<file path="config.mk">
export PLATFORM = sky130hd
export DESIGN_NAME = sine_tone_sched
export DESIGN_NICKNAME = d
export VERILOG_FILES = /design/src/rtl/sine_sched_pkg.sv /design/src/rtl/sine_tick_div.sv /design/src/rtl/sine_tone_sched.sv
export SDC_FILE = /design/constraint.sdc
export NUM_CORES = 1
export LEC_CHECK = 0
export CORE_UTILIZATION = 42
export CTS_CLUSTER_DIAMETER = 30
export DETAILED_ROUTE_END_ITERATION = 7
export DONT_BUFFER_PORTS = 1
export GPL_ROUTABILITY_DRIVEN = 1
export GPL_TIMING_DRIVEN = 0
export PLACE_DENSITY = 0.57
export SYNTH_ARGS = -nofsm -noshare
export SYNTH_HDL_FRONTEND = slang
export SYNTH_SLANG_ARGS = --single-unit
export TNS_END_PERCENT = 5
</file>
<file path="constraint.sdc">
create_clock -name clk -period 6.31 [get_ports clk]
set_input_delay 1.262 -clock clk [delete_from_list [all_inputs] [get_ports clk]]
set_output_delay 1.262 -clock clk [all_outputs]
set_load 0.005 [all_outputs]
</file>
<file path="src/rtl/sine_sched_pkg.sv">
// Shared types and helpers for the multi-channel sine tone scheduler.
package sine_sched_pkg;

    localparam int unsigned PHASE_W_DEF = 16;
    localparam int unsigned DATA_W_DEF  = 16;
    localparam int unsigned MAX_CH      = 8;
    localparam int unsigned CH_IDX_W    = 3;

    typedef enum logic [1:0] {
        StIdle,
        StIssue,
        StWait
    } sched_state_e;

    // First set bit of req searching upward from last+1, wrapping at n_ch.
    function automatic logic [CH_IDX_W-1:0] rr_pick(
        input logic [MAX_CH-1:0]   req,
        input logic [CH_IDX_W-1:0] last,
        input int unsigned         n_ch
    );
        logic [CH_IDX_W-1:0] pick;
        int                  idx;
        pick = last;
        // Walk from the farthest candidate to the nearest so the nearest wins.
        for (int k = MAX_CH; k > 0; k--) begin
            if (k <= int'(n_ch)) begin
                idx = (int'(last) + k) % int'(n_ch);
                if (req[idx[CH_IDX_W-1:0]]) begin
                    pick = idx[CH_IDX_W-1:0];
                end
            end
        end
        return pick;
    endfunction

endpackage

</file>
<file path="src/rtl/sine_tick_div.sv">
// Per-channel sample-rate divider with pending and sticky overrun flags.
module sine_tick_div #(
    parameter int unsigned DIV_W = 32
) (
    input  logic             clk,
    input  logic             reset,
    input  logic             en,
    input  logic             cfg_we,
    input  logic [DIV_W-1:0] cfg_div,
    input  logic             clr,
    output logic             pending,
    output logic             overrun
);

    logic [DIV_W-1:0] div_q, div_d;
    logic [DIV_W-1:0] cnt_q, cnt_d;
    logic             pending_q, pending_d;
    logic             overrun_q, overrun_d;
    logic             tick;

    assign tick = en && (div_q != '0) && (cnt_q >= div_q - DIV_W'(1));

    always_comb begin
        div_d     = div_q;
        cnt_d     = cnt_q;
        pending_d = pending_q;
        overrun_d = overrun_q;
        if (cfg_we) begin
            div_d     = cfg_div;
            cnt_d     = '0;
            pending_d = 1'b0;
        end else begin
            if (div_q == '0) begin
                cnt_d = '0;
            end else if (en) begin
                cnt_d = tick ? '0 : cnt_q + DIV_W'(1);
            end
            // A tick coinciding with the grant clearing pending re-arms it cleanly.
            if (tick) begin
                if (pending_q && !clr) begin
                    overrun_d = 1'b1;
                end
                pending_d = 1'b1;
            end else if (clr) begin
                pending_d = 1'b0;
            end
        end
    end

    always_ff @(posedge clk or negedge reset) begin
        if (!reset) begin
            div_q     <= '0;
            cnt_q     <= '0;
            pending_q <= 1'b0;
            overrun_q <= 1'b0;
        end else begin
            div_q     <= div_d;
            cnt_q     <= cnt_d;
            pending_q <= pending_d;
            overrun_q <= overrun_d;
        end
    end

    assign pending = pending_q;
    assign overrun = overrun_q;

endmodule

</file>
<file path="src/rtl/sine_tone_sched.sv">
// Multi-channel tone scheduler sharing one sine lookup resource round-robin.
module sine_tone_sched
    import sine_sched_pkg::*;
#(
    parameter int unsigned NCH     = 4,
    parameter int unsigned PHASE_W = PHASE_W_DEF,
    parameter int unsigned DIV_W   = 32,
    parameter int unsigned DATA_W  = DATA_W_DEF
) (
    input  logic                    clk,
    input  logic                    reset,
    input  logic                    en,
    input  logic                    cfg_we,
    input  logic [$clog2(NCH)-1:0]  cfg_ch,
    input  logic [DIV_W-1:0]        cfg_div,
    input  logic [PHASE_W-1:0]      cfg_step,
    output logic                    lut_req,
    output logic [PHASE_W-1:0]      lut_phase,
    input  logic                    lut_ready,
    input  logic                    lut_rvalid,
    input  logic [DATA_W-1:0]       lut_rdata,
    output logic [NCH*DATA_W-1:0]   sin_val,
    output logic [NCH-1:0]          sin_vld,
    output logic [NCH-1:0]          overrun
);

    localparam int unsigned CH_W = $clog2(NCH);

    sched_state_e        state_q, state_d;
    logic [CH_W-1:0]     grant_q, grant_d;
    logic [CH_W-1:0]     last_q, last_d;
    logic [PHASE_W-1:0]  lut_phase_q, lut_phase_d;
    logic                skip_q, skip_d;
    logic [NCH-1:0]      sin_vld_q, sin_vld_d;

    logic [PHASE_W-1:0]  phase_q [NCH];
    logic [PHASE_W-1:0]  phase_d [NCH];
    logic [PHASE_W-1:0]  step_q  [NCH];
    logic [PHASE_W-1:0]  step_d  [NCH];
    logic [DATA_W-1:0]   val_q   [NCH];
    logic [DATA_W-1:0]   val_d   [NCH];

    logic [NCH-1:0]      cfg_sel;
    logic [NCH-1:0]      pend;
    logic [NCH-1:0]      clr;
    logic [NCH-1:0]      pick_req;
    logic [MAX_CH-1:0]   req_ext;
    logic [CH_IDX_W-1:0] rr_g;
    logic [CH_W-1:0]     next_g;

    always_comb begin
        cfg_sel = '0;
        for (int i = 0; i < NCH; i++) begin
            cfg_sel[i] = cfg_we && (cfg_ch == CH_W'(i));
        end
    end

    // A channel being reconfigured this cycle must not be granted with its stale phase.
    assign pick_req = pend & ~cfg_sel;

    always_comb begin
        req_ext            = '0;
        req_ext[NCH-1:0]   = pick_req;
    end

    assign rr_g   = rr_pick(req_ext, CH_IDX_W'(last_q), NCH);
    assign next_g = CH_W'(rr_g);

    for (genvar i = 0; i < NCH; i++) begin : g_ch
        sine_tick_div #(
            .DIV_W(DIV_W)
        ) u_div (
            .clk     (clk),
            .reset   (reset),
            .en      (en),
            .cfg_we  (cfg_sel[i]),
            .cfg_div (cfg_div),
            .clr     (clr[i]),
            .pending (pend[i]),
            .overrun (overrun[i])
        );

        assign sin_val[i*DATA_W +: DATA_W] = val_q[i];
    end

    always_comb begin
        state_d     = state_q;
        grant_d     = grant_q;
        last_d      = last_q;
        lut_phase_d = lut_phase_q;
        skip_d      = skip_q;
        sin_vld_d   = '0;
        clr         = '0;
        phase_d     = phase_q;
        step_d      = step_q;
        val_d       = val_q;

        case (state_q)
            StIdle: begin
                if (|pick_req) begin
                    grant_d     = next_g;
                    lut_phase_d = phase_q[next_g];
                    skip_d      = 1'b0;
                    state_d     = StIssue;
                end
            end
            StIssue: begin
                if (cfg_sel[grant_q]) begin
                    skip_d = 1'b1;
                end
                if (lut_ready) begin
                    clr[grant_q] = 1'b1;
                    state_d      = StWait;
                end
            end
            StWait: begin
                if (cfg_sel[grant_q]) begin
                    skip_d = 1'b1;
                end
                if (lut_rvalid) begin
                    val_d[grant_q]     = lut_rdata;
                    sin_vld_d[grant_q] = 1'b1;
                    if (!skip_q) begin
                        phase_d[grant_q] = phase_q[grant_q] + step_q[grant_q];
                    end
                    last_d  = grant_q;
                    state_d = StIdle;
                end
            end
            default: state_d = StIdle;
        endcase

        // Configuration has the last word over any phase advance this cycle.
        for (int i = 0; i < NCH; i++) begin
            if (cfg_sel[i]) begin
                step_d[i]  = cfg_step;
                phase_d[i] = '0;
            end
        end
    end

    always_ff @(posedge clk or negedge reset) begin
        if (!reset) begin
            state_q     <= StIdle;
            grant_q     <= '0;
            last_q      <= CH_W'(NCH - 1);
            lut_phase_q <= '0;
            skip_q      <= 1'b0;
            sin_vld_q   <= '0;
            for (int i = 0; i < NCH; i++) begin
                phase_q[i] <= '0;
                step_q[i]  <= '0;
                val_q[i]   <= '0;
            end
        end else begin
            state_q     <= state_d;
            grant_q     <= grant_d;
            last_q      <= last_d;
            lut_phase_q <= lut_phase_d;
            skip_q      <= skip_d;
            sin_vld_q   <= sin_vld_d;
            for (int i = 0; i < NCH; i++) begin
                phase_q[i] <= phase_d[i];
                step_q[i]  <= step_d[i];
                val_q[i]   <= val_d[i];
            end
        end
    end

    assign lut_req   = (state_q == StIssue);
    assign lut_phase = lut_phase_q;
    assign sin_vld   = sin_vld_q;

endmodule

</file>
# Word level (Yosys, flattened, before mapping)
# Cells that the tools add are included.
[word_totals] ff_bits=483 input_bits=72 output_inout_bits=89 elab_cells=227
[classes] add_sub_neg=13 n_lt_le_gt_ge=13 n_eq_ne=13 mux=75 n_bitwise=12 n_reduce_logical=67
[ops] cell="two-way mux 32 bit" n=16
[ops] cell="two-way mux 64 bit" n=3
[ops] cell="two-way mux 16 bit" n=11
[ops] cell="adder 32 x 1 -> 32 bit, second input constant" n=4
[ops] cell="bitwise mux 64 bit" n=2
[ops] cell=">= comparator 32 bit" n=4
[ops] cell="logical NOT 32 bit" n=4
[ops] cell="nonzero test 32 bit" n=4
[ops] cell="subtractor 32 x 1 -> 32 bit, second input constant" n=4
[ops] cell="binary-select mux 16 bit (select 2 bit)" n=3
[ops] cell="demux 16 bit (select 2 bit)" n=1
[ops] cell="AND reduction 3 bit" n=10
[ops] cell="nonzero test 3 bit" n=8
[ops] cell="two-way mux 1 bit" n=20
[ops] cell="logical AND 1 bit" n=18
[ops] cell="nonzero test 2 bit" n=9
[ops] cell="adder 16 bit" n=1
[ops] cell="less-than comparator 3 x 4 -> 1 bit, second input constant" n=4
[ops] cell="two-way mux 4 bit" n=4
[ops] cell="two-way mux 2 bit" n=7
[ops] cell="binary-select mux 1 bit (select 3 bit)" n=4
[ops] cell="inequality test 2 x 1 -> 1 bit, second input constant" n=6
[ops] cell="OR reduction 2 bit" n=5
[ops] cell="equality test 2 bit, second input constant" n=3
[ops] cell="21 further kinds" n=38

# Longest topological paths before layout
[logic_depth] depth_word=14 ltp_mapped=19 ltp_nobuf=17

# Modules after synthesis
# From an unflattened synthesis, not the netlist that was laid out.
[unflattened] cells_unflattened=2813 area_unflattened_um2=27796.7
[by_module_without_submodules] module="sine_tone_sched" instances=1 cells_per_inst=1006 area_per_inst_um2=10383.7 seq_area_each_um2=5482.8
[by_module_without_submodules] module="sine_tick_div at g_ch[0].u_div ..." instances=2 cells_per_inst=454 area_per_inst_um2=4349.2 seq_area_each_um2=1651.6
[by_module_without_submodules] module="sine_tick_div at g_ch[3].u_div" instances=1 cells_per_inst=459 area_per_inst_um2=4460.5 seq_area_each_um2=1651.6
[by_module_without_submodules] module="sine_tick_div at g_ch[1].u_div" instances=1 cells_per_inst=440 area_per_inst_um2=4254.1 seq_area_each_um2=1651.6

# Least setup slack after synthesis
# No wires, ideal clock.
[synth_timing] path_kind="flip-flop to flip-flop" from="register g_ch[1].u_div.div_q[11]" to="register g_ch[1].u_div.cnt_q[23]" setup_time_ns=0.082 arrival_ns=4.784 required_ns=6.228 setup_slack_ns=1.444 path_stages_with_launch=19 n_path_buf=1 period_less_slack_ns=4.866 path_cell_list="dfrtp_1 -> or4_1 -> nor3_1 -> nand3_1 -> or2_2 -> or3b_2 -> nor3_1 -> nand2_1 -> xor2_1 -> ha_1 -> a21o_1 -> a21o_1 -> a221oi_1 -> o21ai_0 -> a211o_1 -> nor2_1 -> clkbuf_1 -> o21ai_0 -> a31oi_1"
[synth_via] elab_chain_cells=7 elab_cells_between_ends=11 classes_between="add/sub: 1; order compare: 1; mux: 4; reduce/logical: 5"
[synth_lines] item="from (decl)" line="sine_tick_div.sv:15" source="logic [DIV_W-1:0] div_q, div_d;"
[synth_lines] item="from (signal assigned)" line="sine_tick_div.sv:57" source="div_q <= div_d;"
[synth_lines] item="subtractor 32 x 1 -> 32 bit / nonzero test 32 bit (equally long branches)" line="sine_tick_div.sv:21" source="assign tick = en && (div_q != '0) && (cnt_q >= div_q - DIV_W'(1));"
[synth_lines] item=">= comparator 32 bit / logical AND 1 bit (equally long branches)" line="sine_tick_div.sv:21"
[synth_lines] item="logical AND 1 bit" line="sine_tick_div.sv:21"
[synth_lines] item="two-way mux 32 bit" line="sine_tick_div.sv:36" source="cnt_d = tick ? '0 : cnt_q + DIV_W'(1);"
[synth_lines] item="two-way mux 32 bit" line="sine_tick_div.sv:35" source="end else if (en) begin"
[synth_lines] item="two-way mux 32 bit" line="sine_tick_div.sv:33" source="if (div_q == '0) begin"
[synth_lines] item="two-way mux 32 bit" line="sine_tick_div.sv:28" source="if (cfg_we) begin"
[synth_lines] item="to (signal assigned)" line="sine_tick_div.sv:58" source="cnt_q <= cnt_d;"
[synth_lines] item="to (decl)" line="sine_tick_div.sv:16" source="logic [DIV_W-1:0] cnt_q, cnt_d;"
# Parallel ways exist; a longest one is shown, timed or not. The select of a mux whose other input is x is not followed.
# A chain may end at the register's enable or synchronous reset.

# Worst setup path after layout
[layout_timing] from="register g_ch[1].u_div.div_q[11]" to="register g_ch[1].u_div.cnt_q[26]"
# The elaborated chain is that of the path after synthesis.

==> out/results.tsv <==
stage	metric	value	unit
status	run status	finished, violations left	
floorplan	die area	65680	um2
cells_and_area	Area growth syn-to-layout	18.75	%
logic_synthesis	Ys Warns	0	
logic_synthesis	Synth area leader	dfrtp_1	
floorplan	I/O pin cnt	161	
logic_synthesis	synth unique cells	77	
logic_synthesis	Primary FF master, synth	dfrtp_1	
critical_path	CP required	6.87	ns
place	Port Buffers	0	
sta	Worst-Margin Slew	1.509	ns
critical_path	critical path launch point type	flop	
sta	Final Cycle Share	94.72	%
place	DPL Wire Length	55610	um
global_routing	initial antenna violation count	6	
logic_synthesis	Synth top cells by count	nand2_1 (594), dfrtp_1 (481), ha_1 (154)	
critical_path	type of the worst setup path	reg2reg	
cells_and_area	final net count	3114	
sta	post-route setup slack	0.3329	ns
cts	H-Tree Depth	3	
critical_path	WP data arrival	6.54	ns
logic_synthesis	post-synthesis sequential area ratio	44.52	%
sta	Max-slew headroom	-0.6084	%
logic_synthesis	Synth area leaders	dfrtp_1 (44%), nand2_1 (8.2%), ha_1 (7.1%)	
cts	CTS Hold Buffers Added	0	
floorplan	Die W	256.3	um
sta	Worst Skew	0.03508	ns
logic_synthesis	area share of the largest cell type after synthesis	44.32	%
routing	via/cell ratio	5.763	
cts	CTS max path bufs	3	
worst_hold_path	Worst Hold Class	in2async	
cts	CTS tree	done	
cts	Clock transition at path regs	0.04	ns
logic_synthesis	Yosys reg bits	483	
run	maxcap violations	0	
logic_synthesis	Mapped Area	27160	um2
sta	unrepaired setup endpoints after global routing	true	
sta	min cycle time layout	5.977	ns
floorplan	core area	63430	um2
sta	endpoints failing hold	0	
power	peak supply drop	0.0002249	V
critical_path	worst reg-to-reg path cell count	18	
global_routing	vias in the first global route	22590	
logic_synthesis	Syn Inst Count	2773	
global_routing	largest net degree at the start of global routing	484	
routing	WL per Instance	20.72	um
sta	Pins Over Slew Limit	19	
sta	endpoints failing setup	0	
logic_synthesis	Post-synth EDFFs	0	
cts	clock root cell	clkbuf_16	
cts	CTS Buf Count	111	
routing	initial DRC count	1689	
routing	Via Count	22080	
global_routing	global-route wire length before repair	126200	um
logic_synthesis	count leader, synth	nand2_1	
routing	Routed WL	79410	um
sta	maximum clock frequency	167.3	MHz
logic_synthesis	syn avg cell area	9.793	um2
logic_synthesis	FFs w/ async S/R, synth	100.0	%
cells_and_area	share of cells above drive strength 1	13.97	%
floorplan	num rows	92	
critical_path	maximum fanout along the worst path	10	
place	RePlAce Congestion	0.8711	
floorplan	die outline height	256.3	um
floorplan	Starting Density	42.82	%
power	Leak	14.61	nW
routing	DRC viols	0	
routing	drt pass-1 iters	5	
global_routing	total congestion overflow	0	
power	pwr dens	365.3	nW/um2
cts	CTS sink count	483	
status	failing checks	max-slew violations	
global_routing	GRT Overall Usage	24.26	%
sta	setup TNS	0	ns
routing	Routed Antenna Nets	0	
critical_path	Worst setup EP type	flop	
place	Setup WS pre-CTS	0.2062	ns
cts	Skew-Pair Late Insertion Delay	0.68	ns
logic_synthesis	Net Count, Synth	3000	
routing by layer:
| metal | global-route usage, % | vias to the layer above | part of all wire [%] |
|---|---|---|---|
| met2 | 38.38 | 691 | 46 |
| met4 | 9.531 | 0 | 3.1 |
| met1 | 32.18 | 10970 | 44 |
| met5 | 0 | - | 0 |
| met3 | 5.526 | 162 | 7.2 |
| li1 | - | 10270 | - |
final timing paths:
path	endpoint	slack, ns	start
worst max register to register	g_ch[1].u_div.cnt_q[26]	0.33	g_ch[1].u_div.div_q[11]
min in group clk	step_q[52]	0.47	step_q[52]
worst max-delay path	g_ch[1].u_div.cnt_q[26]	0.33	g_ch[1].u_div.div_q[11]
worst min-delay path	g_ch[1].u_div.cnt_q[23]	0.33	reset
max in group asynchronous	phase_q[0]	4.81	reset
worst min register to register	step_q[52]	0.47	step_q[52]
registers in the layout, indices dropped and copies added (netlist names):
register            cells
lut_phase              16
g_ch.u_div.div_q      128
sin_vld                 4
last_q                  2
g_ch.u_div.overrun      4
g_ch.u_div.cnt_q      128
state_q                 2
grant_q                 2
skip_q                  1
sin_val                64
phase_q                64
step_q                 64
g_ch.u_div.pending      4
logic make-up (layout without fill, tap and decap cells):
family	Yosys count	after routing	share of synthesized area, %
DFF	483	483	44.52
adders and majority gates	155	155	7.169
muxes	220	220	10.20
other	0	2	0
and+or+nand+nor	1150	1150	19.66
xor gates and xnor gates	133	133	4.289
AOI/OAI and AO/OA	457	457	11.59
buffers and inverters	175	386	2.585
final cells by class:
class | count | area (um2)
fillers | 5700 | 31180
multi-input cells | 2115 | 14370
flip-flops and latches | 483 | 12090
clock buffers | 137 | 3025
well taps | 846 | 1059
clock inverters | 73 | 989.7
plain buffers | 122 | 505.5
inverters | 53 | 198.9
repair buffers | 1 | 5.005
diodes | 2 | 5.005
per-stage QoR:
stage               hold WS, ns  utilization (%)  instances  power [W]  cell area (um2)
finish                   0.3328            50.85       3832    0.01178            32250
global route             0.3009            50.84       3830    0.01230            32240
CTS                      0.2927            50.83       3830    0.01185            32240
detailed placement       0.4619            44.50       3620   0.005783            28230
global placement         0.4518            44.49       3619   0.005705            28220
floorplan                0.4377                -       2773   0.005265            27160
worst max-delay path, cell delays in order (launching register included):
cell      delay [ns]
dfrtp_1         0.43
or4_1           0.60
nor3_1          0.40
nand3_1         0.27
or2_2           0.39
or3b_2          0.47
nor3_1          0.37
nand2_1         0.12
xor2_1          0.16
ha_1            0.29
a21o_1          0.19
a21o_1          0.18
a221oi_1        0.22
o21ai_0         0.19
a211o_1         0.39
nor2_1          0.42
clkbuf_1        0.47
a31oi_1         0.14
a31oi_1         0.17
timing repair:
| item | in CTS | in global routing |
|---|---|---|
| hold endpoints to repair | 0 | 0 |
| setup buffers | 0 | 0 |
| gates resized for setup | 0 | 5 |
| endpoints found under the setup margin | 0 | 26 |
placed cells by master (no fill, tap or decap), types with 20 or more instances in the layout:
cell and count:
ha_1 154, xnor2_1 93, inv_1 50, and3_1 55, nor2_1 124, nor3_1 57, or3_1 43, clkbuf_1 107
nor4_1 41, a22o_1 70, nand4_1 38, dfrtp_1 481, mux2i_1 55, a21o_1 36, o21ai_0 87, nand3_1 94
o21a_1 20, clkbuf_16 111, mux4_2 32, xor2_1 40, a31oi_1 48, mux2_2 133, a21oi_1 90, nand2_1 594
power breakdown:
part           internal (W)  leakage, nW  switching, W
combinational      0.000852         6.36      0.000983
clock               0.00404         1.91       0.00198
sequential          0.00352         6.34      0.000405
total               0.00842         14.6       0.00337
Note: power is estimated with default switching activity, not from simulation.
